**src/rtl/int_ctrl_nested.sv**
```systemverilog
// int_ctrl_nested: N-channel edge-triggered interrupt controller
// with fixed priority, nesting via in-service register, PC mux drive.
module int_ctrl_nested #(
  parameter int N_CH = 4,
  parameter int VEC_W = 32,
  parameter logic [VEC_W-1:0] VEC_BASE = VEC_W'(32'h0000_0018),
  parameter int VEC_STRIDE = 4
) (
  input  logic                      clk,
  input  logic                      rst,
  input  logic [N_CH-1:0]           ex_req,
  input  logic [N_CH-1:0]           mask,
  input  logic                      gie,
  input  logic                      ret,
  output logic                      int_any,
  output logic [N_CH-1:0]           inta,
  output logic [1:0]                pc_s,
  output logic                      write_pc,
  output logic [VEC_W-1:0]          int_vector,
  output logic [N_CH-1:0]           in_service,
  output logic [$clog2(N_CH)-1:0]   cur_id,
  output logic [N_CH-1:0]           overrun
);

  localparam int IW = $clog2(N_CH);

  typedef enum logic {
    S_IDLE = 1'b0,
    S_ACK  = 1'b1
  } state_t;

  state_t            r_state;
  state_t            w_state_nx;

  logic [N_CH-1:0]   r_ex_q;
  logic [N_CH-1:0]   r_pend;
  logic [N_CH-1:0]   r_isv;
  logic [N_CH-1:0]   r_inta;
  logic [N_CH-1:0]   r_ovr;
  logic              r_int_any;
  logic              r_wpc;
  logic [1:0]        r_pc_s;
  logic [VEC_W-1:0]  r_vec;

  logic [N_CH-1:0]   w_rise;
  logic [N_CH-1:0]   w_is_low;
  logic [N_CH-1:0]   w_allow;
  logic [N_CH-1:0]   w_elig;
  logic [N_CH-1:0]   w_ack_oh;
  logic [N_CH-1:0]   w_ret_clr;
  logic [N_CH-1:0]   w_pend_nx;
  logic [N_CH-1:0]   w_isv_nx;
  logic [N_CH-1:0]   w_ovr_nx;
  logic              w_ack_go;
  logic [IW-1:0]     w_ack_idx;
  logic [IW-1:0]     w_cur_id;
  logic [VEC_W-1:0]  w_vec;

  // Request qualification: edges, priority window below current level
  always_comb begin
    w_rise    = ex_req & ~r_ex_q;
    w_is_low  = r_isv & (~r_isv + N_CH'(1));
    w_allow   = (r_isv == '0) ? '1 : (w_is_low - N_CH'(1));
    w_elig    = r_pend & ~mask & {N_CH{gie}} & w_allow;
    w_ret_clr = ret ? w_is_low : '0;
  end

  // FSM state register
  always_ff @(posedge clk) begin
    if (rst) r_state <= S_IDLE;
    else     r_state <= w_state_nx;
  end

  // FSM next state: acknowledge holds for exactly one cycle
  always_comb begin
    w_state_nx = r_state;
    unique case (r_state)
      S_IDLE: if (|w_elig) w_state_nx = S_ACK;
      S_ACK:  w_state_nx = S_IDLE;
      default: w_state_nx = S_IDLE;
    endcase
  end

  // FSM outputs: pick the lowest eligible channel when idle
  always_comb begin
    w_ack_go = 1'b0;
    w_ack_oh = '0;
    unique case (r_state)
      S_IDLE: begin
        w_ack_go = |w_elig;
        w_ack_oh = w_elig & (~w_elig + N_CH'(1));
      end
      S_ACK: begin
        w_ack_go = 1'b0;
        w_ack_oh = '0;
      end
      default: begin
        w_ack_go = 1'b0;
        w_ack_oh = '0;
      end
    endcase
  end

  // Index and vector address of the acknowledged channel
  always_comb begin
    w_ack_idx = '0;
    for (int i = N_CH - 1; i >= 0; i--) begin
      if (w_ack_oh[i]) w_ack_idx = IW'(i);
    end
    w_vec = VEC_BASE + VEC_W'(w_ack_idx) * VEC_W'(VEC_STRIDE);
  end

  // Next pending / in-service; a fresh rise re-arms an acked channel
  always_comb begin
    w_pend_nx = (r_pend & ~w_ack_oh) | w_rise;
    w_isv_nx  = (r_isv & ~w_ret_clr) | w_ack_oh;
    w_ovr_nx  = w_rise & r_pend & ~w_ack_oh;
  end

  // Controller state and registered outputs
  always_ff @(posedge clk) begin
    if (rst) begin
      r_ex_q    <= '0;
      r_pend    <= '0;
      r_isv     <= '0;
      r_inta    <= '0;
      r_ovr     <= '0;
      r_int_any <= 1'b0;
      r_wpc     <= 1'b0;
      r_pc_s    <= 2'b00;
      r_vec     <= '0;
    end else begin
      r_ex_q    <= ex_req;
      r_pend    <= w_pend_nx;
      r_isv     <= w_isv_nx;
      r_inta    <= w_ack_oh;
      r_ovr     <= w_ovr_nx;
      r_int_any <= |w_elig;
      r_wpc     <= w_ack_go;
      r_pc_s    <= w_ack_go ? 2'b11 : 2'b00;
      if (w_ack_go) r_vec <= w_vec;
    end
  end

  // Current level: lowest in-service index, 0 when none
  always_comb begin
    w_cur_id = '0;
    for (int i = N_CH - 1; i >= 0; i--) begin
      if (r_isv[i]) w_cur_id = IW'(i);
    end
  end

  assign int_any    = r_int_any;
  assign inta       = r_inta;
  assign pc_s       = r_pc_s;
  assign write_pc   = r_wpc;
  assign int_vector = r_vec;
  assign in_service = r_isv;
  assign cur_id     = w_cur_id;
  assign overrun    = r_ovr;

endmodule

```
**config.mk**
```make
export PLATFORM = sky130hd
export DESIGN_NAME = int_ctrl_nested
export DESIGN_NICKNAME = d
export VERILOG_FILES = /design/src/rtl/int_ctrl_nested.sv
export SDC_FILE = /design/constraint.sdc
export NUM_CORES = 1
export LEC_CHECK = 0
export CAP_MARGIN = 20
export CORE_ASPECT_RATIO = 1.25
export CORE_MARGIN = 5
export CORE_UTILIZATION = 42
export DETAILED_ROUTE_END_ITERATION = 12
export PLACE_DENSITY = 0.87
export SYNTH_ARGS = -nofsm -noshare
export SYNTH_HDL_FRONTEND = slang
export SYNTH_SLANG_ARGS = --single-unit
```
**constraint.sdc**
```tcl
create_clock -name clk -period 2.7 [get_ports clk]
set_input_delay 0.405 -clock clk [delete_from_list [all_inputs] [get_ports clk]]
set_output_delay 0.405 -clock clk [all_outputs]
set_load 0.02 [all_outputs]
```
Word-level counts from Yosys, hierarchy flattened
Cells that the tools add are included.
{"block": "totals", "input_bits": 12, "word_cells": 50, "out_inout_bits": 50, "register_bits": 57}
{"block": "op_classes", "bitwise_logic": 19, "add_sub_neg": 4, "n_mux": 15, "reduce_logical": 2}
{"operator": "AND 4 bit", "count": 10}
{"operator": "inverter 4 bit", "count": 6}
{"operator": "two-way mux 2 bit", "count": 9}
{"operator": "adder 4 x 1 -> 4 bit (second input constant)", "count": 2}
{"operator": "two-way mux 4 bit", "count": 2}
{"operator": "OR 4 bit", "count": 2}
{"operator": "one-hot mux 4 bit (2 select lines)", "count": 1}
{"operator": "adder 5 x 4 -> 6 bit (first input constant)", "count": 1}
{"operator": "zero test 4 bit", "count": 1}
{"operator": "one-hot mux 1 bit (2 select lines)", "count": 2}
{"operator": "OR reduction 4 bit", "count": 1}
{"operator": "subtractor 4 x 1 -> 4 bit (second input constant)", "count": 1}
{"operator": "two-way mux 1 bit", "count": 1}
{"operator": "inverter 1 bit", "count": 1}

Depth between registers and ports, before layout
Gate-level depths: netlist of the first run.
{"block": "logic_depth", "word_depth": 15, "ltp_mapped": 5, "mapped_depth_nobuf": 4}

Worst setup path after synthesis of the first run
No wires, ideal clock.
{"block": "synth_timing", "kind": "register -> register", "start": "reg r_isv[0], in the netlist in_service[0]", "end": "reg r_isv[3], in the netlist in_service[3]", "setup_slack_ns": 1.009, "setup_time_ns": 0.067, "required_time_ns": 2.633, "arrival_ns": 1.624, "path_stages_with_launch": 6, "path_cell_list": "dfxtp_1 buf_6 nand4bb_4 a21bo_4 or4_4 a21oi_2"}
{"block": "synth_via", "elab_chain_len": 11, "word_cells_on_any_way": 15, "cone_classes": "add/sub: 3; mux: 3; bitwise: 8; reduce/logical: 1"}
{"element": "start: declaration", "line": "37", "text": "logic [N_CH-1:0] r_isv;"}
{"element": "start signal: assignment", "line": "135", "text": "r_isv <= w_isv_nx;"}
{"element": "inverter 4 bit", "line": "62", "text": "w_is_low = r_isv & (~r_isv + N_CH'(1));"}
{"element": "adder 4 x 1 -> 4 bit", "line": "62"}
{"element": "AND 4 bit", "line": "62"}
{"element": "subtractor 4 x 1 -> 4 bit", "line": "63", "text": "w_allow = (r_isv == '0) ? '1 : (w_is_low - N_CH'(1));"}
{"element": "two-way mux 4 bit", "line": "63"}
{"element": "AND 4 bit", "line": "64", "text": "w_elig = r_pend & ~mask & {N_CH{gie}} & w_allow;"}
{"element": "inverter 4 bit", "line": "91", "text": "w_ack_oh = w_elig & (~w_elig + N_CH'(1));"}
{"element": "adder 4 x 1 -> 4 bit", "line": "91"}
{"element": "AND 4 bit", "line": "91"}
{"element": "one-hot mux 4 bit (2 select lines)", "line": "88", "text": "unique case (r_state)"}
{"element": "OR 4 bit *", "line": "116", "text": "w_isv_nx = (r_isv & ~w_ret_clr) | w_ack_oh;"}
Every way passes the cells marked *; elsewhere a longest branch is shown, timed or not.
A chain may end at the register's enable or synchronous reset.

==> results of run 1 <==
[cell type report]
class	instances	area, um^2
timing repair buffer	34	338
multi-input combinational	93	537
fill	294	1390
sequential	25	500
inverter	7	26.3
clock inverter	1	5.00
tap	36	45.0
clock buffer	3	22.5
[where the power goes]
group	internal (W)	leakage, nW	switching (W)
logic	0.0000677	0.380	0.0000976
clock network	0.0000553	0.0177	0.000106
registers	0.000389	0.205	0.0000174
total	0.000512	0.603	0.000221
[path summary, 6_finish.rpt]
check / startpoint / to / depth (start not counted)
max reg2reg: pc_s[0] / int_vector[5] / 4
max: pc_s[0] / write_pc / 1
min: r_ex_q[0] / overrun[0] / 1
min reg2reg: r_ex_q[0] / overrun[0] / 1
[layer usage]
layer | vias up | track usage (%) | part of all wire, %
met2 | 38 | 21.2 | 51
met5 | - | 0 | 0
li1 | 458 | - | -
met1 | 426 | 12.7 | 38
met3 | 2 | 2.96 | 9.1
met4 | 0 | 5.41 | 1.2
[Yosys cell counts, types with 4 or more instances]
cell type,instances,area share [%]
nand2b_1,4,2.0
buf_4,31,19
nand2_1,4,1.2
dfxtp_1,25,41
nor2_1,9,2.8
a21oi_1,6,2.5
inv_1,7,2.1
nor3_1,7,2.9
[kinds of logic after synthesis]
kind of cell / count (synthesis)
buf+inv: 42
flops: 25
simple gates: 45
other cells: 1
compound gates: 20
[registers in the layout, summed over array words and instances, names as in the netlist]
register and count:
inta 4, pc_s 1, r_pend 4, in_service 4
overrun 4, int_vector 3, r_ex_q 4, int_any 1
[through the flow]
stage,hold WS [ns],area [um^2],utilization (%)
after detailed placement,0.404,1450,50.5
final,0.423,1470,51.5
after CTS,0.423,1470,51.5
after global routing,0.425,1470,51.5
after floorplan,0.389,1320,-
after global placement,0.401,1450,50.5
==> flow_metrics.tcl, run 1 <==
set metrics [dict create \
    outcome "complete, no violations" \
    r2r_setup_slack_ns 0.85 \
    synth-compound-area-share_pct 11.7 \
    ys_seq_elements 25 \
    synthMuxAreaShare_pct 0 \
    syn-cell-area_um2 1220 \
    synth_xor_area_share_pct 0 \
    cts_root_buf "clkbuf_4" \
    cp_top_family "buffers and inverters" \
    track_usage_pct 11.9 \
    avgSynthCellArea_um2 9.19 \
    ys.flop_type "dfxtp_1" \
    max-vdd-ir-drop_v 0.000274 \
    drt_iter0_markers 14 \
    finalSetupViolCount 0 \
    hold_buffers 0 \
    final.period_utilization_pct 78.5 \
    totalWireLength_mm 2.30 \
    drv_cap 0 \
    crit_slowest_cell "clkdlybuf4s50_1" \
    path_buf_inv 1 \
    drc 0 \
    fin_ws_ns 0.581 \
    rows 22 \
    tightest_slew_ns 0.558 \
    fin_total_pwr_w 0.000733 \
    clk_pin_slew_ns 0.13 \
    mostFrequentLayoutCells "clkdlybuf4s50_1 (33), conb_1 (28), dfxtp_1 (25)" \
    rsz0062_at_grt "false" \
    crit_chain "clkdlybuf4s50_1" \
    relSlewSlack_pct 62.7 \
    synthSimpleGateAreaFrac_pct 23.6 \
    synth_cell_type_count 35 \
    synth_top_family_by_area "simple AND/OR/NAND/NOR gates" \
    synthAdderAreaFrac_pct 0 \
    clock-sinks 25 \
    post_cts_buffers 0 \
    finalSetupTns_ns 0 \
    ys_warn_count 0 \
    cp_max_fo 17 \
    crit_path_start_kind "flop" \
    coreArea_um2 2860 \
    critPathRequiredTime_ns 2.30 \
    die_x_um 58.3 \
    fin_cells 199 \
    first_pass_iters 4 \
    min_period_ns 2.12 \
    hpwlAfterDp_mm 1.79 \
    grt_max_degree 18 \
    num_io_pins 62 \
    vias 924 \
    diodes 0 \
    syn_to_final_growth_pct 20.6 \
    portBuffers 33 \
    dieHeight_um 70.3 \
    post_cts_resized 0 \
    final_common_cell "clkdlybuf4s50_1" \
    achievable-frequency_ghz 0.472 \
    antenna_left 0 \
    fin_worst_skew_ns 0.00518 \
    synth_edf_count 0 \
    vias_per_cell 4.64 \
    worstSetupPathType "flop to output pin" \
    grt_pass1_vias 878 \
    critPathMaxStageDelay_ns 0.71 \
    ctsLongestPathBuffers 2 \
    cts_buffers 3 \
    placed_cells 195 \
    grt_pass1_wl_mm 3.85 \
    overflow 0 \
    power_leakage_nw 0.603 \
    cts_tree "yes" \
    endpoint_kind "output pin" \
    nNetsFinal 176 \
    synth_async_sr_flop_share_pct 0 \
    htreeDepth 1 \
    worst_skew_pair.late_latency_ns 0.31 \
    ys_seq_area_share_pct 40.9 \
    die_area_um2 4100 \
    hold_class "flop to flop" \
    wl_per_cell_um 11.6 \
    finalHoldViolations 0 \
    routabilityCongestion 0.787 \
    drv_slew 0 \
    start_util_pct 42.7 \
    antenna_found_initial 0 \
    p_per_area_nw_per_um2 497 \
    dp_slack_ns 0.552 \
    arrival_ns 1.71 \
    layout-drive-gt1-share_pct 7.98 \
    synth_cells 133 \
]
Power figures use the tool's default switching activity.
==> run 2: changes to the inputs <==
--- a/config.mk
+++ b/config.mk
@@ -8,9 +8,9 @@
 export CAP_MARGIN = 20
 export CORE_ASPECT_RATIO = 1.25
 export CORE_MARGIN = 5
-export CORE_UTILIZATION = 42
+export CORE_UTILIZATION = 39
 export DETAILED_ROUTE_END_ITERATION = 12
-export PLACE_DENSITY = 0.87
+export PLACE_DENSITY = 0.82
 export SYNTH_ARGS = -nofsm -noshare
 export SYNTH_HDL_FRONTEND = slang
 export SYNTH_SLANG_ARGS = --single-unit
==> constraint.sdc (replaced) <==
create_clock -name clk -period 2.1 [get_ports clk]
set_input_delay 0.315 -clock clk [delete_from_list [all_inputs] [get_ports clk]]
set_output_delay 0.315 -clock clk [all_outputs]
set_load 0.02 [all_outputs]
==> flow_metrics.tcl, run 2 (synthesis gave the netlist of run 1 again) <==
set metrics [dict create \
    layout-drive-gt1-share_pct 9.09 \
    tightest_slew_ns 0.539 \
    drv_cap 0 \
    num_io_pins 62 \
    totalWireLength_mm 2.34 \
    start_util_pct 41.1 \
    vias 930 \
    cts_buffers 3 \
    crit_path_start_kind "flop" \
    fillers 283 \
    comb_power_share_pct 23.3 \
    routabilityCongestion 0.824 \
    min_period_ns 1.92 \
    cp_top_family "buffers and inverters" \
    seq_power_share_pct 54.7 \
    dieHeight_um 72.6 \
    grt_pass1_wl_mm 3.81 \
    cts_tree "yes" \
    worstSetupPathType "flop to output pin" \
    fin_worst_skew_ns 0.0112 \
    syn_to_final_growth_pct 21.8 \
    post_cts_resized 0 \
    ctsLongestPathBuffers 2 \
    p_int_w 0.000661 \
    final_common_cell "clkdlybuf4s50_1" \
    post_cts_buffers 0 \
    antenna_found_initial 0 \
    power_leakage_nw 0.613 \
    final.period_utilization_pct 91.4 \
    relSlewSlack_pct 64.0 \
    htreeDepth 1 \
    finalSetupTns_ns 0 \
    power.switching_w 0.000287 \
    worst_skew_pair.late_latency_ns 0.32 \
    crit_slowest_cell "clkdlybuf4s50_1" \
    coreArea_um2 2970 \
    clk_pin_slew_ns 0.13 \
    hold_class "flop to flop" \
    critPathRequiredTime_ns 1.78 \
    hpwlAfterDp_mm 1.89 \
    crit_chain "nor3_1, clkdlybuf4s50_1" \
    rsz0062_at_grt "false" \
    first_pass_iters 4 \
    register_area_um2 500 \
    clock-sinks 25 \
    die_x_um 60.1 \
    portBuffers 33 \
    arrival_ns 1.61 \
    finalSetupViolCount 0 \
    mostFrequentLayoutCells "clkdlybuf4s50_1 (33), conb_1 (28), dfxtp_1 (25)" \
    grt_pass1_vias 858 \
    drc 0 \
    drv_slew 0 \
    cts_root_buf "clkbuf_4" \
    vias_per_cell 4.63 \
    endpoint_kind "output pin" \
    finalHoldViolations 0 \
    outcome "complete, no violations" \
    wl_per_cell_um 11.6 \
    cp_max_fo 10 \
    path_buf_inv 1 \
    diodes 0 \
    nNetsFinal 178 \
    critPathMaxStageDelay_ns 0.63 \
    achievable-frequency_ghz 0.521 \
    hold_buffers 0 \
    max-vdd-ir-drop_v 0.000277 \
    p_per_area_nw_per_um2 637 \
    die_area_um2 4360 \
    antenna_left 0 \
    track_usage_pct 11.6 \
    overflow 0 \
    drt_iter0_markers 40 \
    grt_max_degree 17 \
    switching_share_pct 30.2 \
    p_clk_share_pct 22.0 \
    rows 22 \
    timing.hold.ws_ns 0.427 \
    multiInputGateArea_um2 537 \
]
[run 2: cell types whose count changed in the layout (fill, tap and decap cells not counted)]
cell / previous run / this run
buf_4: 1 / 3
[run 2: area by class of cell]
class                      instances  share of cell area (%)
clock buffer                       3                    1.51
sequential                        25                    33.6
timing repair buffer              36                    23.7
multi-input combinational         93                    36.1
tap                               36                    3.03
clock inverter                     1                   0.336
inverter                           7                    1.76
[run 2: power by group through the flow]
stage / clock (W) / sequential, W / combinational, W
final: 0.000209 / 0.000518 / 0.000221
after global routing: 0.000240 / 0.000523 / 0.000242
after floorplan: 0 / 0.000543 / 0.000167
after global placement: 0 / 0.000529 / 0.000218
after detailed placement: 0 / 0.000530 / 0.000220
after CTS: 0.000218 / 0.000519 / 0.000221
[run 2: final timing paths]
kind | slack, ns | startpoint | endpoint | cells after the start
max reg2reg | 0.32 | in_service[0] | in_service[3] | 4
min | 0.43 | r_ex_q[0] | overrun[0] | 1
max | 0.18 | in_service[0] | cur_id[1] | 2
min reg2reg | 0.43 | r_ex_q[0] | overrun[0] | 1
[run 2: worst reg2reg max path: cells and delay by family (launching register included)]
family	cells	cell delay, ns
AO/OA/AOI/OAI	2	0.39
flip-flops	1	0.56
AND/OR/NAND/NOR	2	0.77
[run 2: metrics by stage]
| stage | setup slack [ns] | cell area (um^2) | utilization, % | cells | total power, W |
|---|---|---|---|---|---|
| final | 0.180 | 1490 | 50.1 | 201 | 0.000948 |
| after detailed placement | 0.138 | 1460 | 49.2 | 197 | 0.000750 |
| after CTS | 0.162 | 1490 | 50.1 | 201 | 0.000958 |
| after floorplan | 0.409 | 1320 | - | 160 | 0.000710 |
| after global placement | 0.150 | 1460 | 49.2 | 197 | 0.000746 |
| after global routing | 0.0318 | 1490 | 50.1 | 201 | 0.00100 |
[run 2: metal layers]
metal	vias to the layer above	wire length (um)	GRT usage, %
li1	463	-	-
met1	419	848	13.3
met2	43	1210	18.8
met3	5	221	2.83
met4	0	63	7.39
met5	-	0	0
